## src/rtl/mac_layer.sv

```systemverilog
// mac_layer: LANES parallel sign-magnitude multiply-accumulate neurons with saturating
// accumulators and valid/ready handshakes. Define MAC_RELU_EN to clamp negative results to +0.
module mac_layer #(
  parameter int LANES     = 4,
  parameter int DATA_W    = 8,
  parameter int ACC_W     = 16,
  parameter int LEN_W     = 6,
  parameter int OUT_SHIFT = 0
) (
  input  logic                      clk,
  input  logic                      rst,
  input  logic                      start,
  input  logic [LEN_W-1:0]          num_terms,
  input  logic [LANES*DATA_W-1:0]   cur_bios,
  input  logic                      in_valid,
  output logic                      in_ready,
  input  logic [DATA_W-1:0]         cur_input,
  input  logic [LANES*DATA_W-1:0]   cur_weight,
  output logic                      out_valid,
  input  logic                      out_ready,
  output logic [LANES*DATA_W-1:0]   result,
  output logic                      busy
);
  localparam int MAG_W = DATA_W - 1;
  localparam logic signed [ACC_W:0] ACC_MAX = (ACC_W+1)'(2**(ACC_W-1) - 1);
  localparam logic signed [ACC_W:0] ACC_MIN = -ACC_MAX;
  localparam logic signed [ACC_W:0] OUT_MAX = (ACC_W+1)'(2**MAG_W - 1);

  typedef enum logic [1:0] {S_IDLE, S_ACCUM, S_ROUND, S_HOLD} state_t;

  state_t           state_reg, state_next;
  logic [LEN_W-1:0] terms_reg, cnt_reg;
  logic             load, beat, last_beat, round_en;

  // Negative zero maps onto plain zero in two's complement.
  function automatic logic signed [DATA_W-1:0] sm_to_tc(input logic [DATA_W-1:0] v);
    logic signed [DATA_W-1:0] mag;
    mag = $signed({1'b0, v[MAG_W-1:0]});
    return v[DATA_W-1] ? -mag : mag;
  endfunction

  assign load      = (state_reg == S_IDLE) && start;
  assign beat      = in_valid && in_ready;
  assign last_beat = (cnt_reg + LEN_W'(1)) == terms_reg;
  assign round_en  = (state_reg == S_ROUND);

  always_comb begin
    state_next = state_reg;
    in_ready   = 1'b0;
    out_valid  = 1'b0;
    busy       = 1'b1;
    case (state_reg)
      S_IDLE: begin
        busy = 1'b0;
        if (start) state_next = (num_terms == '0) ? S_ROUND : S_ACCUM;
      end
      S_ACCUM: begin
        in_ready = 1'b1;
        if (in_valid && last_beat) state_next = S_ROUND;
      end
      S_ROUND: state_next = S_HOLD;
      S_HOLD: begin
        out_valid = 1'b1;
        if (out_ready) state_next = S_IDLE;
      end
      default: state_next = S_IDLE;
    endcase
  end

  always_ff @(posedge clk) begin
    if (rst) begin
      state_reg <= S_IDLE;
      terms_reg <= '0;
      cnt_reg   <= '0;
    end else begin
      state_reg <= state_next;
      if (load) begin
        terms_reg <= num_terms;
        cnt_reg   <= '0;
      end else if (beat) begin
        cnt_reg <= cnt_reg + LEN_W'(1);
      end
    end
  end

  logic signed [DATA_W-1:0] in_tc;
  assign in_tc = sm_to_tc(cur_input);

  genvar gi;
  generate
    for (gi = 0; gi < LANES; gi++) begin : g_lane
      logic signed [DATA_W-1:0]   w_tc, b_tc;
      logic signed [2*DATA_W-1:0] prod;
      logic signed [ACC_W-1:0]    acc_reg, acc_next, acc_shift;
      logic signed [ACC_W:0]      acc_sum, rnd_sum, rnd_abs;
      logic [DATA_W-1:0]          bias_reg, res_reg, res_next;
      logic [MAG_W-1:0]           rnd_mag;
      logic                       rnd_neg;

      assign w_tc      = sm_to_tc(cur_weight[gi*DATA_W +: DATA_W]);
      assign b_tc      = sm_to_tc(bias_reg);
      assign prod      = in_tc * w_tc;
      assign acc_sum   = (ACC_W+1)'(acc_reg) + (ACC_W+1)'(prod);
      assign acc_shift = acc_reg >>> OUT_SHIFT;
      assign rnd_sum   = (ACC_W+1)'(acc_shift) + (ACC_W+1)'(b_tc);

      // Clamp symmetrically so the accumulator never wraps and stays movable.
      always_comb begin
        acc_next = acc_sum[ACC_W-1:0];
        if (acc_sum > ACC_MAX)      acc_next = ACC_MAX[ACC_W-1:0];
        else if (acc_sum < ACC_MIN) acc_next = ACC_MIN[ACC_W-1:0];
      end

      always_comb begin
        rnd_neg  = rnd_sum[ACC_W];
        rnd_abs  = rnd_neg ? -rnd_sum : rnd_sum;
        rnd_mag  = (rnd_abs > OUT_MAX) ? {MAG_W{1'b1}} : rnd_abs[MAG_W-1:0];
        res_next = {rnd_neg, rnd_mag};
`ifdef MAC_RELU_EN
        if (rnd_neg) res_next = '0;
`endif
      end

      always_ff @(posedge clk) begin
        if (rst) begin
          acc_reg  <= '0;
          bias_reg <= '0;
          res_reg  <= '0;
        end else begin
          if (load) begin
            acc_reg  <= '0;
            bias_reg <= cur_bios[gi*DATA_W +: DATA_W];
          end else if (beat) begin
            acc_reg <= acc_next;
          end
          if (round_en) res_reg <= res_next;
        end
      end

      assign result[gi*DATA_W +: DATA_W] = res_reg;
    end
  endgenerate
endmodule

```

## config.mk

```make
export PLATFORM = sky130hd
export DESIGN_NAME = mac_layer
export DESIGN_NICKNAME = d
export VERILOG_FILES = /design/src/rtl/mac_layer.sv
export SDC_FILE = /design/constraint.sdc
export NUM_CORES = 1
export LEC_CHECK = 0
export ABC_AREA = 1
export CAP_MARGIN = 10
export CORE_MARGIN = 1.5
export CORE_UTILIZATION = 55
export DETAILED_ROUTE_END_ITERATION = 12
export PLACE_DENSITY = 0.71
export SLEW_MARGIN = 20
export SYNTH_ARGS = -nofsm -noshare
export SYNTH_HDL_FRONTEND = slang
export SYNTH_SLANG_ARGS = --single-unit
```

## constraint.sdc

```tcl
create_clock -name clk -period 21.5 [get_ports clk]
set_clock_uncertainty 0.15 [all_clocks]
set_input_delay 6.45 -clock clk [delete_from_list [all_inputs] [get_ports clk]]
set_output_delay 6.45 -clock clk [all_outputs]
set_load 0.02 [all_outputs]
```

==> metrics.cfg, run 1 <==
[run_status]
outcome=finished, final reports clean

[placement]
portBuffers=117
place.gp.congestion=0.918
dp_hpwl_mm=53.7

[layout]
largest_reg_flops=64
layout-drive-gt1-share_pct=3.08
utilization_pct=61.2
finalNetCount=4287
insertedDiodeCount=0
syn2layout_area_growth_pct=9.12

[clock_tree]
cts_resized=0
clk_latency_ps=450
cts_setup_buffers=0
cts_tree=done
root_buffer=clkbuf_16
cts.sinks=142
clockBufferDepth=2
clk_pin_slew_ps=70
ctsHtreeMaxLevel=4
numCtsBuffers=17
cts_hold_buf=0

[die]
core_area_mm2=0.0445
rows=77
die_h_um=216
dieWidth_um=216
die_area_mm2=0.0466
start_util_pct=56.0
io_pins=118

[synth]
synthXorXnorAreaFrac_pct=3.97
synth_seq_cells=142
ys_seq_area_share_pct=11.4
synth_cell_types=50
synth-compound-area-share_pct=10.1
synth_top_area_share_pct=24.7
yosys-top-cells-count=nand2_1, inv_1, nor2_1, fa_1, ha_1
yosysTopAreaCell=fa_1
post_synth_fa_ha_maj_area_fraction_pct=36.7
synth_mux_area_share_pct=0
synth_simple_gate_area_share_pct=25.9
yosys_warnings=0
syn_avg_cell_area_um2=6.95
synthFlopType=dfxtp_1
synthTopCellsByArea=fa_1, nand2_1, ha_1, dfxtp_1, inv_1
syn_area_mm2=0.0249
synth_edf_count=0
synth_top_family_by_area=adder cells
yosysMostFrequentCell=nand2_1
netlist_instances=3590
synth_fp_nets=4220
async_reset_ff_share_pct=0

[run]
cap_viol_max_count=0

[setup_path]
critPathSlowestCell=clkdlybuf4s50_1
cp-start-kind=primary input
cpPeakStageDelay_ps=870
cp.arrival_ps=13930
endpoint_kind=flip-flop
r2r_slack_ps=16010
worstPathMaxFanout=21
cp.required_ps=21630
worstSetupPathType=in -> reg

[route]
routed_via_density=5.30
via_count=22600
wl_per_cell_um=15.1
drt_iter0_drc=1166
route.detailed.drc=0
routed_wirelength_mm=64.2
ant_nets=0
drt-pass1-iter-count=5

[sta]
fin_setup_tns_ps=0
clock.fmax_mhz=72.5
finalSetupViolCount=0
slew_violations=0
period_share_pct=64.2
slew_headroom_pct=31.9
tightestPinTransition_ps=1020
hold_viol=0
grt_setup_unrepaired=false
min_period_ps=13800

[global_route]
grt-busiest-layer=met2
grt_overflow=0
antenna_found_initial=0
grt_use_met1_pct=33.0
use_met3_pct=3.66
grt_pass1_vias=23300
grt_usage_pct=28.7
grtUsageMet2_pct=53.7
grt_pass1_wl_mm=110
grt_max_degree=68

[worst_hold_path]
hold_path.class=reg -> reg

[per-stage QoR]
stage	hold WS (ps)	area [um2]	instances	worst slack, ps
floorplan	295	24900	3590	8570
global placement	317	26600	4230	7540
detailed placement	324	26600	4230	7280
CTS	345	27200	4262	7740
global route	360	27200	4262	7120
finish	338	27200	4262	7700
[final timing paths]
| path | startpoint | to | cells after the start |
|---|---|---|---|
| worst min register to register | g_lane[0].res_reg[7] | g_lane[0].res_reg[7] | 2 |
| worst max-delay path | cur_input[0] | g_lane[1].acc_reg[2] | 29 |
| worst min-delay path | g_lane[0].res_reg[7] | g_lane[0].res_reg[7] | 2 |
| worst max register to register | g_lane[2].acc_reg[6] | g_lane[2].acc_reg[3] | 23 |
[logic make-up (layout without fill, tap and decap cells)]
group	after synthesis	after routing
fa+ha+maj	547	547
flops	142	142
xor+xnor	113	113
simple gates	1550	1550
compound gates	465	465
buf+inv	773	853
[placed cells by master, fill, tap and decap left out, types with 5 or more instances in the layout]
master / count
nand4_1: 36
ha_1: 239
clkbuf_16: 17
fa_1: 308
nor4_1: 6
xnor2_1: 45
xor2_1: 66
nand3b_1: 26
or2_2: 10
nand3_1: 185
buf_4: 16
a211oi_1: 6
clkdlybuf4s50_1: 117
nor2_2: 10
o211ai_1: 7
o21bai_1: 13
nand3_2: 8
nor2_1: 368
nor3_1: 38
o31ai_1: 5
o21ai_1: 8
nand2_2: 24
inv_1: 678
a21oi_1: 233
nand2_1: 834
o21ai_0: 154
dfxtp_1: 142
a31oi_1: 8
a21o_1: 11
inv_6: 5
clkinv_1: 6
[cell type report]
class / count / area [um2]
clock buffer: 19 / 453
clock inverter: 13 / 151
fill: 4166 / 17300
inverter: 688 / 2580
multi-input combinational: 2675 / 19200
sequential: 142 / 2840
tap: 592 / 741
timing repair buffer: 133 / 1290
[critical path: cells and delay by family]
family | cells | cell delay [ps]
compound gates | 3 | 390
xor+xnor | 1 | 200
fa+ha+maj | 6 | 2900
buf+inv | 5 | 1710
simple gates | 14 | 2220
[routing by layer]
metal	vias to the layer above	part of all wire [%]	wire, um
met3	127	3.5	2270
li1	11300	-	-
met1	10700	41	26000
met5	-	0	0
met2	470	53	33700
met4	0	3.3	2130
Power of run 1 is left out: the tool's default activity adds up to more than one toggle a clock period on the data nets, which glitch-free logic cannot reach.
==> inputs of run 2 (changes only) <==
Clock period 21.5 ns to 13.1 ns, I/O delays scaled along.
==> run 2 against run 1 <==
  * Design area hardly changed
  * Die area unchanged
  * Wire length up 1.3%
  * Hold slack lost 1.2 ps
  * Clock-buffer cell count decreased by 1
  * Sequential cell count unchanged
  * Via count up 0.41%
  * First-iteration DRC count fell by 14%
==> metrics.cfg, run 2 (synthesis gave the netlist of run 1 again) <==
[setup_path]
cp.arrival_ps=11720  ; -2210 ps
cp.required_ps=13220  ; -8410 ps
endpoint_kind=flip-flop
cpMostUsedCell=nand2_1
critPathSlowestCell=clkdlybuf4s50_1
cpPeakStageDelay_ps=880  ; about the same
cp-start-kind=primary input
critPathTopFamily=adder cells
path_buf_inv=5  ; unchanged
worstPathMaxFanout=17  ; -19%
worstSetupPathType=in -> reg

[sta]
slew_headroom_pct=26.6  ; -5.3 points
tightestPinTransition_ps=1100  ; +79.5 ps
min_period_ps=11600
finalSetupViolCount=0  ; unchanged
period_share_pct=88.5
clock.fmax_mhz=86.2
grt_setup_unrepaired=false
hold_viol=0  ; unchanged
slew_violations=0  ; unchanged
fin_setup_tns_ps=0  ; unchanged

[worst_hold_path]
hold_path.class=reg -> reg

[route]
via_count=22700  ; +0.41%
ant_nets=0  ; unchanged
drt-pass1-iter-count=6  ; +1
route.detailed.drc=0  ; unchanged
routed_wirelength_mm=65.0  ; +1.3%
routed_via_density=5.32  ; +0.48%
wl_per_cell_um=15.3  ; +1.4%
drt_iter0_drc=999  ; -14%

[layout]
utilization_pct=61.2  ; about the same
final_common_cell=nand2_1
largest_reg_flops=64  ; unchanged
finalNetCount=4285  ; -0.047%
layout-drive-gt1-share_pct=3.03  ; -0.052 points
mostFrequentLayoutCells=nand2_1, inv_1, nor2_1
insertedDiodeCount=0  ; unchanged
fillers=4186  ; +0.48%
syn2layout_area_growth_pct=9.14  ; about the same
layoutNonFillerInstCount=4259  ; -0.070%

[global_route]
grt-busiest-layer=met2
use_met3_pct=3.07  ; -0.59 points
grt_pass1_wl_mm=111  ; +1.6%
antenna_found_initial=0  ; unchanged
grt_overflow=0  ; unchanged
grt_usage_pct=29.1  ; +0.39 points
grt_max_degree=68  ; unchanged
grt_pass1_vias=23700  ; +1.6%
grt_use_met1_pct=34.3  ; +1.2 points
grtUsageMet2_pct=54.2  ; +0.51 points

[clock_tree]
ctsHtreeMaxLevel=4  ; unchanged
numCtsBuffers=17  ; unchanged
cts.sinks=142  ; unchanged
cts_tree=done
cts_setup_buffers=0  ; unchanged
clk_pin_slew_ps=60  ; about the same
clockBufferDepth=2  ; unchanged
cts_resized=0  ; unchanged
clk_latency_ps=440  ; about the same
cts_hold_buf=0  ; unchanged
root_buffer=clkbuf_16

[die]
die_area_mm2=0.0466  ; unchanged
rows=77  ; unchanged
dieWidth_um=216  ; unchanged
start_util_pct=56.0  ; unchanged
io_pins=118  ; unchanged
die_h_um=216  ; unchanged
core_area_mm2=0.0445  ; unchanged

[run_status]
outcome=finished, final reports clean

[placement]
portBuffers=117  ; unchanged
place_inst=4228  ; -0.047%
place.gp.congestion=0.933  ; +1.6%
dp_hpwl_mm=54.2  ; +0.88%

[run]
cap_viol_max_count=0  ; unchanged

run 2: changes by cell type in the layout (fill, tap and decap cells not counted), sizes merged:
cell and change:
clkinvlp -3, clkbuf -1, inv -3, clkinv +4, bufinv +2, buf -2
run 2: stage by stage:
step                setup slack, ps  hold WS (ps)  instance area, um2
detailed placement             1160           321               26600
floorplan                      2690           295               24900
global placement               1370           317               26600
global route                    949           361               27200
CTS                            1580           341               27200
finish                         1500           337               27200
run 2: cell type report:
class	count	area [um2]	area share (%)
Sequential cell	142	2840	10.4
Clock buffer	18	429	1.58
Multi-Input combinational cell	2675	19200	70.4
Timing Repair Buffer	131	1280	4.69
Clock inverter	13	190	0.699
Tap cell	592	741	2.72
Inverter	688	2580	9.49
run 2: metal layers:
layer | share of wire [%] | vias to the layer above
li1 | - | 11300
met1 | 42 | 10800
met2 | 52 | 386
met3 | 2.7 | 136
met4 | 3.6 | 0
met5 | 0 | -
run 2: path summary, 6_finish.rpt:
path / start / endpoint / slack [ps] / depth (start not counted)
max: cur_input[0] / g_lane[1].acc_reg[3] / 1500 / 29
min: g_lane[2].res_reg[7] / g_lane[2].res_reg[7] / 340 / 2
max reg2reg: g_lane[2].acc_reg[6] / g_lane[2].acc_reg[7] / 7620 / 23
min reg2reg: g_lane[2].res_reg[7] / g_lane[2].res_reg[7] / 340 / 2
run 2: worst register-to-register path, delay by kind of cell, from the launching register on:
kind            cells  cell delay (ps)
fa+ha+maj           6             2770
flops               1              400
compound gates      3              380
buf+inv             4              260
xor+xnor            1              190
simple gates        9             1150
Power of run 2 is left out for the same reason.
